$ cat src/rtl/fetch_unit_pkg.sv
// fetch_unit_pkg: constants and types shared by the instruction fetch stage
// (fetch_unit, fetch_fifo, fetch_unit_if).
package fetch_unit_pkg;

    // Canonical RISC-V NOP (addi x0, x0, 0) shown to decode when nothing is buffered.
    localparam logic [31:0] NOP_INSN         = 32'h0000_0013;

    // Default first fetch address after reset.
    localparam logic [31:0] DEFAULT_RESET_PC = 32'h0000_0000;

    // One buffered instruction: the word and the address it was fetched from.
    typedef struct packed {
        logic [31:0] pc;
        logic [31:0] word;
    } fetch_entry_t;

    // Sequential fetch step; wraps 0xFFFF_FFFC -> 0x0000_0000 naturally.
    function automatic logic [31:0] pc_next(input logic [31:0] pc);
        return pc + 32'd4;
    endfunction

endpackage

$ cat src/rtl/fetch_unit_if.sv
// fetch_unit_if: bundles the instruction-memory request/response channel, the
// redirect input from execute and the instruction channel towards decode.
//
// Handshake rule for every valid/ready pair here: a transfer happens in a cycle
// where valid and ready are both 1 at the rising edge; valid never depends on
// ready of the same channel, and the payload is only meaningful while valid=1.
// imem_resp_valid has no ready: memory returns words in request order and the
// fetch stage always accepts them.
interface fetch_unit_if;

    logic        imem_req_valid;
    logic        imem_req_ready;
    logic [31:0] imem_req_addr;
    logic        imem_resp_valid;
    logic [31:0] imem_resp_data;
    logic        redirect_valid;
    logic [31:0] redirect_pc;
    logic        ins_valid;
    logic        ins_ready;
    logic [31:0] ins;
    logic [31:0] ins_pc;
    logic        fetch_trap;

    // Fetch stage side.
    modport master (
        output imem_req_valid,
        input  imem_req_ready,
        output imem_req_addr,
        input  imem_resp_valid,
        input  imem_resp_data,
        input  redirect_valid,
        input  redirect_pc,
        output ins_valid,
        input  ins_ready,
        output ins,
        output ins_pc,
        output fetch_trap
    );

    // Environment side: memory, execute and decode.
    modport slave (
        input  imem_req_valid,
        output imem_req_ready,
        input  imem_req_addr,
        output imem_resp_valid,
        output imem_resp_data,
        output redirect_valid,
        output redirect_pc,
        input  ins_valid,
        output ins_ready,
        input  ins,
        input  ins_pc,
        input  fetch_trap
    );

endinterface

$ cat src/rtl/fetch_fifo.sv
// fetch_fifo: DEPTH-entry buffer of {pc, word} pairs between the memory
// response channel and decode. Synchronous clear wins over push and pop.
// The caller guarantees push never targets a full buffer and pop never an
// empty one.
module fetch_fifo
    import fetch_unit_pkg::*;
#(
    parameter int DEPTH = 2
) (
    input  logic                         clk,
    input  logic                         rst_n,
    input  logic                         clear,
    input  logic                         push,
    input  fetch_entry_t                 push_entry,
    input  logic                         pop,
    output fetch_entry_t                 head,
    output logic [$clog2(DEPTH+1)-1:0]   count,
    output logic                         empty
);

    localparam int AW = $clog2(DEPTH);
    localparam int CW = $clog2(DEPTH + 1);

    fetch_entry_t  mem_q [DEPTH];
    logic [AW-1:0] wr_ptr_q;
    logic [AW-1:0] rd_ptr_q;
    logic [CW-1:0] count_q;

    // Pointer and occupancy bookkeeping; DEPTH is a power of two so pointers wrap freely.
    always_ff @(posedge clk) begin
        if (!rst_n || clear) begin
            wr_ptr_q <= '0;
            rd_ptr_q <= '0;
            count_q  <= '0;
        end else begin
            if (push) begin
                wr_ptr_q <= wr_ptr_q + AW'(1);
            end
            if (pop) begin
                rd_ptr_q <= rd_ptr_q + AW'(1);
            end
            count_q <= count_q + CW'(push) - CW'(pop);
        end
    end

    // Entry storage; contents of free slots are don't-care, so no reset.
    always_ff @(posedge clk) begin
        if (push && !clear) begin
            mem_q[wr_ptr_q] <= push_entry;
        end
    end

    assign head  = mem_q[rd_ptr_q];
    assign count = count_q;
    assign empty = (count_q == '0);

endmodule

$ cat src/rtl/fetch_unit.sv
// fetch_unit: instruction fetch stage. Keeps the PC, issues in-order word
// requests to instruction memory, buffers responses with their PCs and hands
// them to decode. A redirect from execute flushes the buffer and discards
// responses still in flight.
//
// Build option: define FETCH_MISALIGN_TRAP_EN to raise fetch_trap on a redirect
// to a non word-aligned target (fetch stalls until an aligned redirect). Without
// it fetch_trap is tied low and redirect targets are forced word-aligned.
module fetch_unit
    import fetch_unit_pkg::*;
#(
    parameter logic [31:0] RESET_PC = DEFAULT_RESET_PC,
    parameter int          DEPTH    = 2
) (
    input logic          clk,
    input logic          rst_n,
    fetch_unit_if.master bus
);

    localparam int CW = $clog2(DEPTH + 1);

    logic [31:0]   pc_q;
    logic [31:0]   resp_pc_q;
    logic [CW-1:0] outstanding_q;
    logic [CW-1:0] drop_q;
    logic [CW-1:0] fifo_count;
    logic [CW:0]   occupancy;
    logic          fifo_empty;
    logic          trap_q;
    logic [31:0]   redirect_tgt;

    logic          redirect;
    logic          resp_in;
    logic          req_valid;
    logic          req_fire;
    logic          push;
    logic          pop;
    fetch_entry_t  push_entry;
    fetch_entry_t  head;

`ifdef FETCH_MISALIGN_TRAP_EN
    logic          redirect_misaligned;

    assign redirect_tgt        = bus.redirect_pc;
    assign redirect_misaligned = (bus.redirect_pc[1:0] != 2'b00);

    // Trap flag: set by a misaligned redirect, cleared by the next aligned one.
    always_ff @(posedge clk) begin
        if (!rst_n) begin
            trap_q <= 1'b0;
        end else if (redirect) begin
            trap_q <= redirect_misaligned;
        end
    end
`else
    logic          unused_redirect_lsbs;

    assign redirect_tgt         = {bus.redirect_pc[31:2], 2'b00};
    assign unused_redirect_lsbs = ^bus.redirect_pc[1:0];
    assign trap_q               = 1'b0;
`endif

    assign redirect = bus.redirect_valid;
    assign resp_in  = bus.imem_resp_valid;

    // A pop is ignored in a redirect cycle because the whole buffer is cleared.
    assign pop = !fifo_empty && bus.ins_ready && !redirect;

    // Slots already claimed by in-flight requests plus buffered words. A slot
    // being popped this cycle counts as free, which keeps a 1-cycle memory
    // streaming one instruction per cycle with only DEPTH=2 slots.
    assign occupancy = {1'b0, outstanding_q} + {1'b0, fifo_count} - (CW+1)'(pop);

    assign req_valid = rst_n && !redirect && !trap_q && (occupancy < (CW+1)'(DEPTH));
    assign req_fire  = req_valid && bus.imem_req_ready;

    // Responses while stale requests drain, or in a redirect cycle, are discarded.
    assign push = resp_in && !redirect && (drop_q == '0);

    assign push_entry.pc   = resp_pc_q;
    assign push_entry.word = bus.imem_resp_data;

    // PC, in-flight count, drop count and the PC owed to the next kept response.
    always_ff @(posedge clk) begin
        if (!rst_n) begin
            pc_q          <= RESET_PC;
            resp_pc_q     <= RESET_PC;
            outstanding_q <= '0;
            drop_q        <= '0;
        end else begin
            outstanding_q <= outstanding_q + CW'(req_fire) - CW'(resp_in);
            if (redirect) begin
                pc_q      <= redirect_tgt;
                resp_pc_q <= redirect_tgt;
                // Everything still in flight after this cycle's response is stale.
                drop_q    <= outstanding_q - CW'(resp_in);
            end else begin
                if (req_fire) begin
                    pc_q <= pc_next(pc_q);
                end
                if (resp_in) begin
                    if (drop_q != '0) begin
                        drop_q <= drop_q - CW'(1);
                    end else begin
                        resp_pc_q <= pc_next(resp_pc_q);
                    end
                end
            end
        end
    end

    fetch_fifo #(
        .DEPTH (DEPTH)
    ) u_fifo (
        .clk        (clk),
        .rst_n      (rst_n),
        .clear      (redirect),
        .push       (push),
        .push_entry (push_entry),
        .pop        (pop),
        .head       (head),
        .count      (fifo_count),
        .empty      (fifo_empty)
    );

    assign bus.imem_req_valid = req_valid;
    assign bus.imem_req_addr  = {pc_q[31:2], 2'b00};
    assign bus.ins_valid      = rst_n && !fifo_empty;
    assign bus.ins            = (rst_n && !fifo_empty) ? head.word : NOP_INSN;
    assign bus.ins_pc         = (rst_n && !fifo_empty) ? head.pc : 32'h0000_0000;
    assign bus.fetch_trap     = rst_n && trap_q;

endmodule

$ cat src/flat_wrapper.sv
// flat-port wrapper written by rule: the top's interface ports become plain ports
module fetch_unit_flat import fetch_unit_pkg::*;
#(
    parameter logic [31:0] RESET_PC = DEFAULT_RESET_PC,
    parameter int          DEPTH    = 2
)
  (clk, rst_n, bus_imem_req_valid, bus_imem_req_ready, bus_imem_req_addr, bus_imem_resp_valid, bus_imem_resp_data, bus_redirect_valid, bus_redirect_pc, bus_ins_valid, bus_ins_ready, bus_ins, bus_ins_pc, bus_fetch_trap);
  fetch_unit_if bus_i ();
  input logic clk;
  input logic rst_n;
  output wire logic [$bits(bus_i.imem_req_valid)-1:0] bus_imem_req_valid;
  input wire logic [$bits(bus_i.imem_req_ready)-1:0] bus_imem_req_ready;
  output wire logic [$bits(bus_i.imem_req_addr)-1:0] bus_imem_req_addr;
  input wire logic [$bits(bus_i.imem_resp_valid)-1:0] bus_imem_resp_valid;
  input wire logic [$bits(bus_i.imem_resp_data)-1:0] bus_imem_resp_data;
  input wire logic [$bits(bus_i.redirect_valid)-1:0] bus_redirect_valid;
  input wire logic [$bits(bus_i.redirect_pc)-1:0] bus_redirect_pc;
  output wire logic [$bits(bus_i.ins_valid)-1:0] bus_ins_valid;
  input wire logic [$bits(bus_i.ins_ready)-1:0] bus_ins_ready;
  output wire logic [$bits(bus_i.ins)-1:0] bus_ins;
  output wire logic [$bits(bus_i.ins_pc)-1:0] bus_ins_pc;
  output wire logic [$bits(bus_i.fetch_trap)-1:0] bus_fetch_trap;
  assign bus_imem_req_valid = bus_i.imem_req_valid;
  assign bus_i.imem_req_ready = bus_imem_req_ready;
  assign bus_imem_req_addr = bus_i.imem_req_addr;
  assign bus_i.imem_resp_valid = bus_imem_resp_valid;
  assign bus_i.imem_resp_data = bus_imem_resp_data;
  assign bus_i.redirect_valid = bus_redirect_valid;
  assign bus_i.redirect_pc = bus_redirect_pc;
  assign bus_ins_valid = bus_i.ins_valid;
  assign bus_i.ins_ready = bus_ins_ready;
  assign bus_ins = bus_i.ins;
  assign bus_ins_pc = bus_i.ins_pc;
  assign bus_fetch_trap = bus_i.fetch_trap;
  fetch_unit #(.RESET_PC(RESET_PC), .DEPTH(DEPTH)) u_core (.clk(clk), .rst_n(rst_n), .bus(bus_i));
endmodule
$ cat config.mk
export PLATFORM = sky130hd
export DESIGN_NAME = fetch_unit_flat
export DESIGN_NICKNAME = d
export VERILOG_FILES = /design/src/rtl/fetch_unit_pkg.sv /design/src/rtl/fetch_unit_if.sv /design/src/rtl/fetch_fifo.sv /design/src/rtl/fetch_unit.sv /design/src/flat_wrapper.sv
export SDC_FILE = /design/constraint.sdc
export NUM_CORES = 1
export LEC_CHECK = 0
export BUFFER_PORTS_ARGS = -buffer_cell sky130_fd_sc_hd__buf_4
export CAP_MARGIN = 30
export CORE_UTILIZATION = 40
export CTS_BUF_LIST = sky130_fd_sc_hd__clkbuf_2
export DETAILED_ROUTE_END_ITERATION = 10
export GPL_TIMING_DRIVEN = 1
export PLACE_DENSITY_LB_ADDON = 0.12
export SLEW_MARGIN = 20
export SYNTH_ARGS = -nofsm -noshare
export SYNTH_HDL_FRONTEND = slang
export SYNTH_HIERARCHICAL = 1
export SYNTH_SLANG_ARGS = --single-unit
$ cat constraint.sdc
create_clock -name clk -period 17.5 [get_ports clk]
set_clock_uncertainty 0.15 [all_clocks]
set_input_delay 1.75 -clock clk [delete_from_list [all_inputs] [get_ports clk]]
set_output_delay 1.75 -clock clk [all_outputs]
set_load 0.05 [all_outputs]
==> run metrics <==
htree depth=4; Slew Limit Fails=0; Max VDD drop=0.0448 mV; largest net degree at the start of global routing=66; CTS root buf=clkbuf_2; unrepaired setup endpoints after global routing=no; CP required=15.60 ns; final WL=18,700 µm; # resized after CTS=0; Pwr Density=81.1 nW/µm²; detailed-route DRC error count=0; top cells by area, synth=edfxtp_1, dfxtp_1, mux2_4; number of distinct library cells after synthesis=48; crit path DAT=4.23 ns; setup TNS=0 ns; fin crit share=0.351; CTS tree=yes; share of post-route cells with drive strength above 1=0.316; total track usage=0.167; post-synthesis sequential area ratio=0.583; Multi-input gate area=3460 µm²; post-DP HPWL=12,800 µm; post-CTS setup buffer count=0; Die H=152 µm; top-count cell post-synth=edfxtp_1; ys flop type=edfxtp_1; Site Rows=54; Highest Clock Rate=163 MHz; Post-synth EDFFs=128; number of nets in the layout=934; Clock transition at path regs=0.22 ns; router iterations before antenna repair=5; mapped cell area=8970 µm²; IO buf count=163; Mapped Avg Cell Area=12.9 µm²; Leak Pwr=4.05 nW; placer congestion estimate=0.842; CP Class=input pin to primary output; core footprint=21,900 µm²; CTS sink cnt=197; drt initial violations=239; vias in the first global route=5,693; synthesis-to-layout area growth=18.1%; Cells after Synth=695; hold-critical path depth=0; share of the synthesized area in the top cell type=0.429; worst hold path class=flop to flop; max_slew headroom=0.345; die area=23,000 µm²; later-pin clock latency in the skew report=0.75 ns; Worst setup SP type=input pin; post-synth top area cell=edfxtp_1; first-pass GRT wire length=29,300 µm; FF-to-FF path depth=12; synth warn=6; I/O pins=169; Initial Util=0.410; Finished Core Util=0.484; die extent in x=152 µm; CP Max Fanout=23; synth cell count leaders=edfxtp_1, and2_1, dfxtp_1; flops & latches, synth=197; Overflow after GRT=0; Post-CTS Hold Fix Bufs=0; Storage cell area=5230 µm²; status=finished, final reports clean; crit path capture type=primary output; final setup violation count=0; Synth async-reset ratio=0; Fill cells=2,016; drt wl/cell=16.3 µm; actual slew at the worst max-slew pin=0.974 ns; CTS Buffer Depth=2; fin crit period=6.13 ns; via count=5,723; post-DR vias/cell=4.99; Final Hold Fails=0; antenna violations before repair=1; total CTS buffers=17; max-cap violations=0; Post-DRT Antenna Nets=0
final cells by class:
class                      count  share of cell area
clock inverter                11              0.0106
sequential                   197               0.494
inverter                      18             0.00638
antenna                        1            0.000236
timing repair buffer         169               0.120
tap                          280              0.0331
multi-input combinational    450               0.326
clock buffer                  21             0.00992
placed cells by master, fill, tap and decap left out, types with 2 or more instances in the layout:
master | synthesis | layout
nor4_4 | 3 | 3
clkbuf_2 | 0 | 21
nor4_1 | 5 | 5
edfxtp_1 | 128 | 128
inv_1 | 17 | 17
xor2_1 | 43 | 43
nand2_1 | 23 | 23
mux2_4 | 60 | 60
o22ai_1 | 4 | 4
and4_1 | 4 | 4
a31oi_1 | 4 | 4
nor3_1 | 6 | 6
clkinv_2 | 0 | 2
ha_1 | 10 | 10
nand4_1 | 22 | 22
a21oi_1 | 52 | 52
buf_4 | 3 | 169
dfxtp_1 | 69 | 68
mux2_2 | 4 | 4
xnor2_1 | 18 | 18
a211oi_1 | 4 | 4
and2_1 | 69 | 69
conb_1 | 1 | 7
and3_1 | 7 | 7
nor2_1 | 26 | 25
clkinvlp_4 | 0 | 3
bufinv_16 | 0 | 2
clkinv_1 | 1 | 3
nand2b_1 | 7 | 7
nand3_1 | 27 | 27
o21ai_0 | 28 | 28
worst max-delay path: stages:
cell	delay [ns]
buf_4	0.19
nor3b_1	0.48
ha_1	0.32
nand2b_1	0.15
fa_1	0.38
xnor2_1	0.58
nor3_1	0.14
buf_4	0.23
per-stage QoR:
stage / power [W] / cells / setup slack, ns / area (µm²) / hold WS [ns]
3_3_place_gp: 0.000655 / 1114 / 11.36 / 10400 / 0.314
2_1_floorplan: 0.000618 / 701 / 9.73 / 8990 / 0.295
3_5_place_dp: 0.000659 / 1114 / 11.35 / 10400 / 0.322
6_report: 0.000859 / 1147 / 11.37 / 10600 / 0.370
5_1_grt: 0.000901 / 1147 / 11.19 / 10600 / 0.379
4_1_cts: 0.000871 / 1146 / 11.34 / 10600 / 0.371
worst paths after layout:
check	start	slack (ns)	end
setup / recovery	bus_redirect_valid	11.37	bus_imem_req_valid
setup reg to reg	u_core/u_fifo/count[1]$_SDFF_PP0_	13.61	u_core/outstanding_q[0]$_SDFF_PN0_
hold / removal	u_core/resp_pc_q[31]$_SDFFE_PN0P_	0.37	u_core/u_fifo/mem_q[0][63]$_DFFE_PP_
hold reg to reg	u_core/resp_pc_q[31]$_SDFFE_PN0P_	0.37	u_core/u_fifo/mem_q[0][63]$_DFFE_PP_
per-layer routing:
layer,share of wire,track usage,up-vias
met2,0.46,0.266,177
met4,0.017,0.0609,0
met3,0.063,0.0383,21
li1,-,-,2812
met5,0,0,-
met1,0.46,0.220,2713
state kept, by name (all words and copies together), names as in the netlist, named ones only:
signal / count
u_core/outstanding_q: 2
u_core/pc_q: 30
u_core/u_fifo/wr_ptr_q: 1
u_core/u_fifo/rd_ptr_q: 1
u_core/u_fifo/count: 2
u_core/resp_pc_q: 30
u_core/u_fifo/mem_q: 128
u_core/drop_q: 2
report_power, final:
part           internal [W]  switching, W
clock             0.0000657      0.000145
sequential         0.000514     0.0000177
combinational     0.0000460     0.0000704
total              0.000626      0.000233
cells by family (layout without fill, tap and decap cells):
group	Yosys count	count (layout)	synth area share
and+or+nand+nor	207	207	0.137
DFF	197	197	0.583
AOI/OAI and AO/OA	98	98	0.0592
muxes	65	65	0.107
xor gates and xnor gates	62	62	0.0621
buffers and inverters	54	219	0.0360
adders and majority gates	11	11	0.0162
other	1	8	0.000418
(Power assumes the default switching activity.)
